### src/rtl/rv32im_mem_defs.sv
// Shared memory-operation codes and controller state encodings, used by the
// control unit and the data memory controller.
package rv32im_mem_defs;

    localparam logic [3:0] RW_LB  = 4'b1000;
    localparam logic [3:0] RW_LH  = 4'b1001;
    localparam logic [3:0] RW_LW  = 4'b1010;
    localparam logic [3:0] RW_SB  = 4'b1011;
    localparam logic [3:0] RW_LBU = 4'b1100;
    localparam logic [3:0] RW_LHU = 4'b1101;
    localparam logic [3:0] RW_SH  = 4'b1110;
    localparam logic [3:0] RW_SW  = 4'b1111;

    localparam logic [1:0] ST_IDLE  = 2'd0;
    localparam logic [1:0] ST_READ  = 2'd1;
    localparam logic [1:0] ST_WRITE = 2'd2;
    localparam logic [1:0] ST_DONE  = 2'd3;

    function automatic logic is_store(input logic [3:0] code);
        return (code == RW_SB) || (code == RW_SH) || (code == RW_SW);
    endfunction

    // Halfword ops need an even address, word ops a word-aligned one.
    function automatic logic is_misaligned(input logic [3:0] code, input logic [1:0] addr_lo);
        case (code)
            RW_LH, RW_LHU, RW_SH: return addr_lo[0];
            RW_LW, RW_SW:         return |addr_lo;
            default:              return 1'b0;
        endcase
    endfunction

endpackage

### src/rtl/data_mem_controller_if.sv
// CPU-side and memory-side signals of the data memory controller, bundled.
// master = the controller, slave = the pipeline/memory environment around it.
interface data_mem_controller_if;
    logic [3:0]  READ_WRITE;
    logic [31:0] ADDRESS;
    logic [31:0] WRITE_DATA;
    logic [31:0] READ_DATA;
    logic        BUSYWAIT;
    logic        MISALIGNED;
    logic        MEM_READ;
    logic        MEM_WRITE;
    logic [31:0] MEM_ADDRESS;
    logic [31:0] MEM_WRITEDATA;
    logic [3:0]  MEM_BYTE_EN;
    logic [31:0] MEM_READDATA;
    logic        MEM_BUSYWAIT;
    logic [1:0]  DBG_STATE;

    modport master (
        input  READ_WRITE, ADDRESS, WRITE_DATA, MEM_READDATA, MEM_BUSYWAIT,
        output READ_DATA, BUSYWAIT, MISALIGNED, MEM_READ, MEM_WRITE,
               MEM_ADDRESS, MEM_WRITEDATA, MEM_BYTE_EN, DBG_STATE
    );

    modport slave (
        output READ_WRITE, ADDRESS, WRITE_DATA, MEM_READDATA, MEM_BUSYWAIT,
        input  READ_DATA, BUSYWAIT, MISALIGNED, MEM_READ, MEM_WRITE,
               MEM_ADDRESS, MEM_WRITEDATA, MEM_BYTE_EN, DBG_STATE
    );
endinterface

### src/rtl/load_store_align.sv
// Combinational lane selection: sign/zero extension for loads, lane
// replication and byte enables for stores.
module load_store_align
    import rv32im_mem_defs::*;
(
    input  logic [3:0]  i_code,
    input  logic [1:0]  i_addr_lo,
    input  logic [31:0] i_store_data,
    input  logic [31:0] i_load_word,
    output logic [31:0] o_load_data,
    output logic [31:0] o_store_word,
    output logic [3:0]  o_byte_en
);
    logic [7:0]  w_byte;
    logic [15:0] w_half;

    always_comb begin
        w_byte = i_load_word[7:0];
        case (i_addr_lo)
            2'd1:    w_byte = i_load_word[15:8];
            2'd2:    w_byte = i_load_word[23:16];
            2'd3:    w_byte = i_load_word[31:24];
            default: w_byte = i_load_word[7:0];
        endcase
        w_half = i_addr_lo[1] ? i_load_word[31:16] : i_load_word[15:0];

        o_load_data = i_load_word;
        case (i_code)
            RW_LB:   o_load_data = {{24{w_byte[7]}}, w_byte};
            RW_LBU:  o_load_data = {24'd0, w_byte};
            RW_LH:   o_load_data = {{16{w_half[15]}}, w_half};
            RW_LHU:  o_load_data = {16'd0, w_half};
            default: o_load_data = i_load_word;
        endcase

        o_store_word = i_store_data;
        o_byte_en    = 4'b0000;
        case (i_code)
            RW_SB: begin
                o_store_word = {4{i_store_data[7:0]}};
                o_byte_en    = 4'b0001 << i_addr_lo;
            end
            RW_SH: begin
                o_store_word = {2{i_store_data[15:0]}};
                o_byte_en    = i_addr_lo[1] ? 4'b1100 : 4'b0011;
            end
            RW_SW: begin
                o_store_word = i_store_data;
                o_byte_en    = 4'b1111;
            end
            default: begin
                o_store_word = i_store_data;
                o_byte_en    = 4'b0000;
            end
        endcase
    end
endmodule

### src/rtl/data_mem_controller.sv
// Data memory controller: IDLE -> READ/WRITE -> DONE access FSM between the
// pipeline and a word-addressed memory with a busywait handshake.
module data_mem_controller
    import rv32im_mem_defs::*;
(
    input logic                  CLK,
    input logic                  RESET_N,
    data_mem_controller_if.master bus
);
    // Handshake: BUSYWAIT is high from the request cycle until the access
    // completes; MEM_READ/MEM_WRITE stay high with stable address/data until
    // MEM_BUSYWAIT is seen low at a rising edge, and the next cycle is DONE.
    logic [1:0]  r_state;
    logic [1:0]  w_next_state;
    logic [3:0]  r_code;
    logic [31:0] r_addr;
    logic [31:0] r_wdata;
    logic [31:0] r_read_data;
    logic        w_req;
    logic        w_misaligned;
    logic        w_accept;
    logic [31:0] w_load_data;
    logic [31:0] w_store_word;
    logic [3:0]  w_byte_en;

    assign w_req        = (r_state == ST_IDLE) && bus.READ_WRITE[3];
    assign w_misaligned = w_req && is_misaligned(bus.READ_WRITE, bus.ADDRESS[1:0]);
    assign w_accept     = w_req && !w_misaligned;

    load_store_align u_align (
        .i_code       (r_code),
        .i_addr_lo    (r_addr[1:0]),
        .i_store_data (r_wdata),
        .i_load_word  (bus.MEM_READDATA),
        .o_load_data  (w_load_data),
        .o_store_word (w_store_word),
        .o_byte_en    (w_byte_en)
    );

    always_comb begin
        w_next_state = r_state;
        case (r_state)
            ST_IDLE:  if (w_accept) w_next_state = is_store(bus.READ_WRITE) ? ST_WRITE : ST_READ;
            ST_READ,
            ST_WRITE: if (!bus.MEM_BUSYWAIT) w_next_state = ST_DONE;
            ST_DONE:  w_next_state = ST_IDLE;
            default:  w_next_state = ST_IDLE;
        endcase
    end

    always_ff @(posedge CLK or negedge RESET_N) begin
        if (!RESET_N) begin
            r_state     <= ST_IDLE;
            r_code      <= 4'd0;
            r_addr      <= 32'd0;
            r_wdata     <= 32'd0;
            r_read_data <= 32'd0;
        end else begin
            r_state <= w_next_state;
            if (w_accept) begin
                r_code  <= bus.READ_WRITE;
                r_addr  <= bus.ADDRESS;
                r_wdata <= bus.WRITE_DATA;
            end
            if (w_misaligned)
                r_read_data <= 32'd0;
            else if ((r_state == ST_READ) && !bus.MEM_BUSYWAIT)
                r_read_data <= w_load_data;
        end
    end

    // Request-cycle outputs are combinational, so gate them with reset too.
    assign bus.BUSYWAIT      = RESET_N && (w_accept || (r_state == ST_READ) || (r_state == ST_WRITE));
    assign bus.MISALIGNED    = RESET_N && w_misaligned;
    assign bus.MEM_READ      = (r_state == ST_READ);
    assign bus.MEM_WRITE     = (r_state == ST_WRITE);
    assign bus.MEM_ADDRESS   = {r_addr[31:2], 2'b00};
    assign bus.MEM_WRITEDATA = w_store_word;
    assign bus.MEM_BYTE_EN   = (r_state == ST_WRITE) ? w_byte_en : 4'b0000;
    assign bus.READ_DATA     = bus.MISALIGNED ? 32'd0 : r_read_data;
    assign bus.DBG_STATE     = r_state;
endmodule

### src/flat_wrapper.sv
// flat-port wrapper written by rule: the top's interface ports become plain ports
module data_mem_controller_flat import rv32im_mem_defs::*;
  (CLK, RESET_N, bus_READ_WRITE, bus_ADDRESS, bus_WRITE_DATA, bus_MEM_READDATA, bus_MEM_BUSYWAIT, bus_READ_DATA, bus_BUSYWAIT, bus_MISALIGNED, bus_MEM_READ, bus_MEM_WRITE, bus_MEM_ADDRESS, bus_MEM_WRITEDATA, bus_MEM_BYTE_EN, bus_DBG_STATE);
  data_mem_controller_if bus_i ();
  input logic CLK;
  input logic RESET_N;
  input wire logic [$bits(bus_i.READ_WRITE)-1:0] bus_READ_WRITE;
  input wire logic [$bits(bus_i.ADDRESS)-1:0] bus_ADDRESS;
  input wire logic [$bits(bus_i.WRITE_DATA)-1:0] bus_WRITE_DATA;
  input wire logic [$bits(bus_i.MEM_READDATA)-1:0] bus_MEM_READDATA;
  input wire logic [$bits(bus_i.MEM_BUSYWAIT)-1:0] bus_MEM_BUSYWAIT;
  output wire logic [$bits(bus_i.READ_DATA)-1:0] bus_READ_DATA;
  output wire logic [$bits(bus_i.BUSYWAIT)-1:0] bus_BUSYWAIT;
  output wire logic [$bits(bus_i.MISALIGNED)-1:0] bus_MISALIGNED;
  output wire logic [$bits(bus_i.MEM_READ)-1:0] bus_MEM_READ;
  output wire logic [$bits(bus_i.MEM_WRITE)-1:0] bus_MEM_WRITE;
  output wire logic [$bits(bus_i.MEM_ADDRESS)-1:0] bus_MEM_ADDRESS;
  output wire logic [$bits(bus_i.MEM_WRITEDATA)-1:0] bus_MEM_WRITEDATA;
  output wire logic [$bits(bus_i.MEM_BYTE_EN)-1:0] bus_MEM_BYTE_EN;
  output wire logic [$bits(bus_i.DBG_STATE)-1:0] bus_DBG_STATE;
  assign bus_i.READ_WRITE = bus_READ_WRITE;
  assign bus_i.ADDRESS = bus_ADDRESS;
  assign bus_i.WRITE_DATA = bus_WRITE_DATA;
  assign bus_i.MEM_READDATA = bus_MEM_READDATA;
  assign bus_i.MEM_BUSYWAIT = bus_MEM_BUSYWAIT;
  assign bus_READ_DATA = bus_i.READ_DATA;
  assign bus_BUSYWAIT = bus_i.BUSYWAIT;
  assign bus_MISALIGNED = bus_i.MISALIGNED;
  assign bus_MEM_READ = bus_i.MEM_READ;
  assign bus_MEM_WRITE = bus_i.MEM_WRITE;
  assign bus_MEM_ADDRESS = bus_i.MEM_ADDRESS;
  assign bus_MEM_WRITEDATA = bus_i.MEM_WRITEDATA;
  assign bus_MEM_BYTE_EN = bus_i.MEM_BYTE_EN;
  assign bus_DBG_STATE = bus_i.DBG_STATE;
  data_mem_controller u_core (.CLK(CLK), .RESET_N(RESET_N), .bus(bus_i));
endmodule
### config.mk
export PLATFORM = sky130hd
export DESIGN_NAME = data_mem_controller_flat
export DESIGN_NICKNAME = d
export VERILOG_FILES = /design/src/rtl/rv32im_mem_defs.sv /design/src/rtl/data_mem_controller_if.sv /design/src/rtl/load_store_align.sv /design/src/rtl/data_mem_controller.sv /design/src/flat_wrapper.sv
export SDC_FILE = /design/constraint.sdc
export NUM_CORES = 1
export LEC_CHECK = 0
export CORE_ASPECT_RATIO = 1.1
export CORE_MARGIN = 1.5
export CORE_UTILIZATION = 41
export CTS_CLUSTER_SIZE = 12
export DETAILED_ROUTE_END_ITERATION = 7
export PLACE_DENSITY = 0.82
export SLEW_MARGIN = 20
export SYNTH_ARGS = -nofsm -noshare
export SYNTH_HDL_FRONTEND = slang
export SYNTH_SLANG_ARGS = --single-unit
### constraint.sdc
create_clock -name CLK -period 2.4 [get_ports CLK]
set_clock_uncertainty 0.15 [all_clocks]
set_input_delay 0.6 -clock CLK [delete_from_list [all_inputs] [get_ports CLK]]
set_output_delay 0.6 -clock CLK [all_outputs]
set_load 0.01 [all_outputs]
==> results.ini <==
[status]
status=finished, violations left
violations=negative setup slack

[timing]
period_share_pct=115
rsz0062_at_grt=yes
tightest_slew_ps=725
finalHoldViolations=0
layout_setup_ws_ps=-353
finalSetupViolCount=62
final_max_slew_viol_count=0
min_period_ps=2750
max-slew-margin-rel_pct=51.7
fmax_mhz=363

[placed_design]
place_ws_ps=-984
dp.final_hpwl_mm=11.9
placed_area_sq_um=7870
gp_congestion=0.873
port_buffers=206

[power_and_ir_drop]
power_frac_comb_pct=61.2
p_clk_share_pct=12.2
p_seq_share_pct=26.6
switchingPower_w=0.00450
internal-power_w=0.00762
irDropWorstVdd_uv=1120
p_leak_nw=3.93
p_sw_share_pct=37.1
cellPowerDensity_nw_per_um2=1370

[clock_tree]
root_buffer=clkbuf_16
clk_latency_ps=330
tritoncts=built
cts_buffer_depth=2
cts_hold_buf=0
cts_sinks=102
cts_buffers=9
clk_pin_slew_ps=70
htreeDepth=3

[drt]
firstDrtPassIters=5
wl_per_cell_um=19.8
first_iter_violations=292
drt-total-wl_mm=18.4
ant_nets=0
drc=0
vias=4979
avgViaCountPerCell=5.38

[final_layout]
drive_gt1_share_pct=42.8
n_antenna_cell=0
area_growth_pct=57.1
nets=844
design_area_sq_um=8870

[yosys]
ys_async_sr_fraction_pct=100
synthesis.area_sq_um=5640
yosys.area.top_type=dfrtp_1
synth_compound_area_share_pct=13.3
synth-seq-cells=102
syn_inst=515
synth_commonest_cells=102 x dfrtp_1, 77 x mux2_2, 49 x buf_4, 36 x nor2b_1, 33 x nor2_1
yosys.area_share.simple_pct=12.6
synth_top_family_by_area=multiplexers
avgSynthCellArea_sq_um=11.0
synthXorXnorAreaFrac_pct=0
synth_fa_ha_area_share_pct=0.887
synthMuxAreaShare_pct=18.6
yosys_warnings=0
yosysTopAreaCellShare_pct=45.2
yosysSeqAreaShare_pct=45.2
synth_cell_type_count=43
synthMostInstantiatedCell=dfrtp_1
synth_edf_count=0
synth_ff_type=dfrtp_1
synthTopCellsByArea=dfrtp_1 45%, mux2_2 15%, buf_4 6.5%, nor2b_1 4.0%, o2bb2ai_1 2.8%

[worst_setup_path]
cp-end-kind=output pin
worst_path_largest_cell_delay_ps=390
cp.required_ps=1650
critical_path.cell_chain=buf_8, inv_2, a311o_1, nor3_4, and2_4, buf_6, buf_6, buf_6, nor2b_1, buf_2
crit_top_cell=buf_6
path_buf_inv=6
path_max_fanout=8
slowest_stage=a311o_1
start_kind=input port
crit_arrival_ps=2000
r2r-start=u_core.r_code[2]
crit_start=bus_READ_WRITE[2]
path_delay_family=buffers and inverters
worst-setup-path-type=in2out

[die]
die_area_sq_um=14500
num_io_pins=209
die_h_um=126
die_w_um=115
start_util_pct=42.4
core-area_sq_um=13300
rows=44

[worst_hold_path]
worstHoldStart=u_core.r_read_data[9]
hp-class=reg2reg

[flow_run]
drv_cap=0

[grt]
first_global_vias=5361
grt_max_degree=55
antenna_found_initial=0
grt_overflow=0
grt.total_usage_pct=24.9
grt_pass1_wl_mm=28.0

[power groups by stage]
stage / Clock, W / Combinational, W / Sequential, W
after global placement: 0 / 0.00619 / 0.00310
after global routing: 0.00158 / 0.00787 / 0.00332
final: 0.00148 / 0.00741 / 0.00323
after detailed placement: 0 / 0.00636 / 0.00314
after CTS: 0.00150 / 0.00686 / 0.00315
after floorplan: 0 / 0.00382 / 0.00298
[state kept, by name, indices dropped and copies added, names as in the netlist]
name / count
u_core.r_addr: 32
u_core.r_read_data: 32
u_core.r_wdata: 32
u_core.r_code: 4
u_core.bus.DBG_STATE: 2
[layout make-up]
cell class                      count  area, sq um
Sequential cell                   102         2550
Clock inverter                      5         60.1
Tap cell                          184          230
Clock buffer                       10          239
Inverter                            7         26.3
Multi-Input combinational cell    333         2920
Fill cell                         941         4460
Timing Repair Buffer              284         2840
[metal layers]
layer  routed length [um]  GRT usage (%)  part of all wire (%)  up-vias
li1                     -              -                     -     2221
met1                 6940           29.3                    38     2448
met2                 9200           42.5                    50      271
met3                 1700           7.22                   9.2       39
met4                  514           9.66                   2.8        0
met5                    0              0                     0        -
[what timing repair did]
action / 4_1_cts / 5_1_grt
resized for setup: 383 / 72
setup buffers: 32 / 11
setup endpoints to repair: 132 / 111
cloned: 6 / 1
pin swaps: 22 / 21
endpoints found under the hold margin: 0 / 0
[final timing paths]
check                      cells after the start  slack, ps                      end
min reg2reg                                    1        340    u_core.r_read_data[9]
max in group asynchronous                      4        540  u_core.bus.DBG_STATE[0]
min in group asynchronous                      3        380   u_core.r_read_data[11]
max reg2reg                                    7         80   u_core.r_read_data[18]
min                                            1        340    u_core.r_read_data[9]
max                                           10       -350        bus_READ_DATA[13]
[cells by family after synthesis]
logic type                 count (synthesis)
and+or+nand+nor                          141
DFF                                      102
AOI/OAI and AO/OA                         95
muxes                                     91
buffers and inverters                     81
adders and majority gates                  4
other                                      1
[cell usage in the layout (no fill, tap or decap), types with 3 or more instances in the layout]
| master | n |
|---|---|
| buf_6 | 62 |
| buf_12 | 7 |
| a21oi_1 | 5 |
| nor2b_4 | 6 |
| buf_16 | 3 |
| a21boi_2 | 3 |
| nor2b_1 | 28 |
| inv_2 | 4 |
| mux2_2 | 61 |
| a221oi_1 | 5 |
| mux2_4 | 24 |
| buf_4 | 44 |
| nand2_1 | 11 |
| o2bb2ai_2 | 10 |
| a211oi_1 | 3 |
| nand2b_1 | 6 |
| or3_1 | 3 |
| dfrtp_1 | 102 |
| clkdlybuf4s50_1 | 134 |
| o2bb2ai_1 | 17 |
| nand2_2 | 13 |
| a22oi_1 | 3 |
| nor2_1 | 33 |
| a22oi_2 | 7 |
| inv_1 | 3 |
| o21ai_0 | 23 |
| mux2i_1 | 6 |
| nor3_1 | 14 |
| nand3_1 | 4 |
| clkbuf_16 | 11 |
| nand2_4 | 6 |
| buf_2 | 27 |
[stage by stage]
stage / instances / util (%) / total power (W) / hold slack, ps / setup TNS (ps)
CTS: 927 / 65.0 / 0.0115 / 336 / -14620
floorplan: 516 / - / 0.00679 / 154 / -51.3
finish: 925 / 66.5 / 0.0121 / 338 / -13370
global placement: 875 / 59.1 / 0.00929 / 319 / -85360
global route: 925 / 66.5 / 0.0128 / 349 / -17170
detailed placement: 875 / 59.1 / 0.00950 / 317 / -91010
Note: power is estimated with default switching activity, not from simulation.
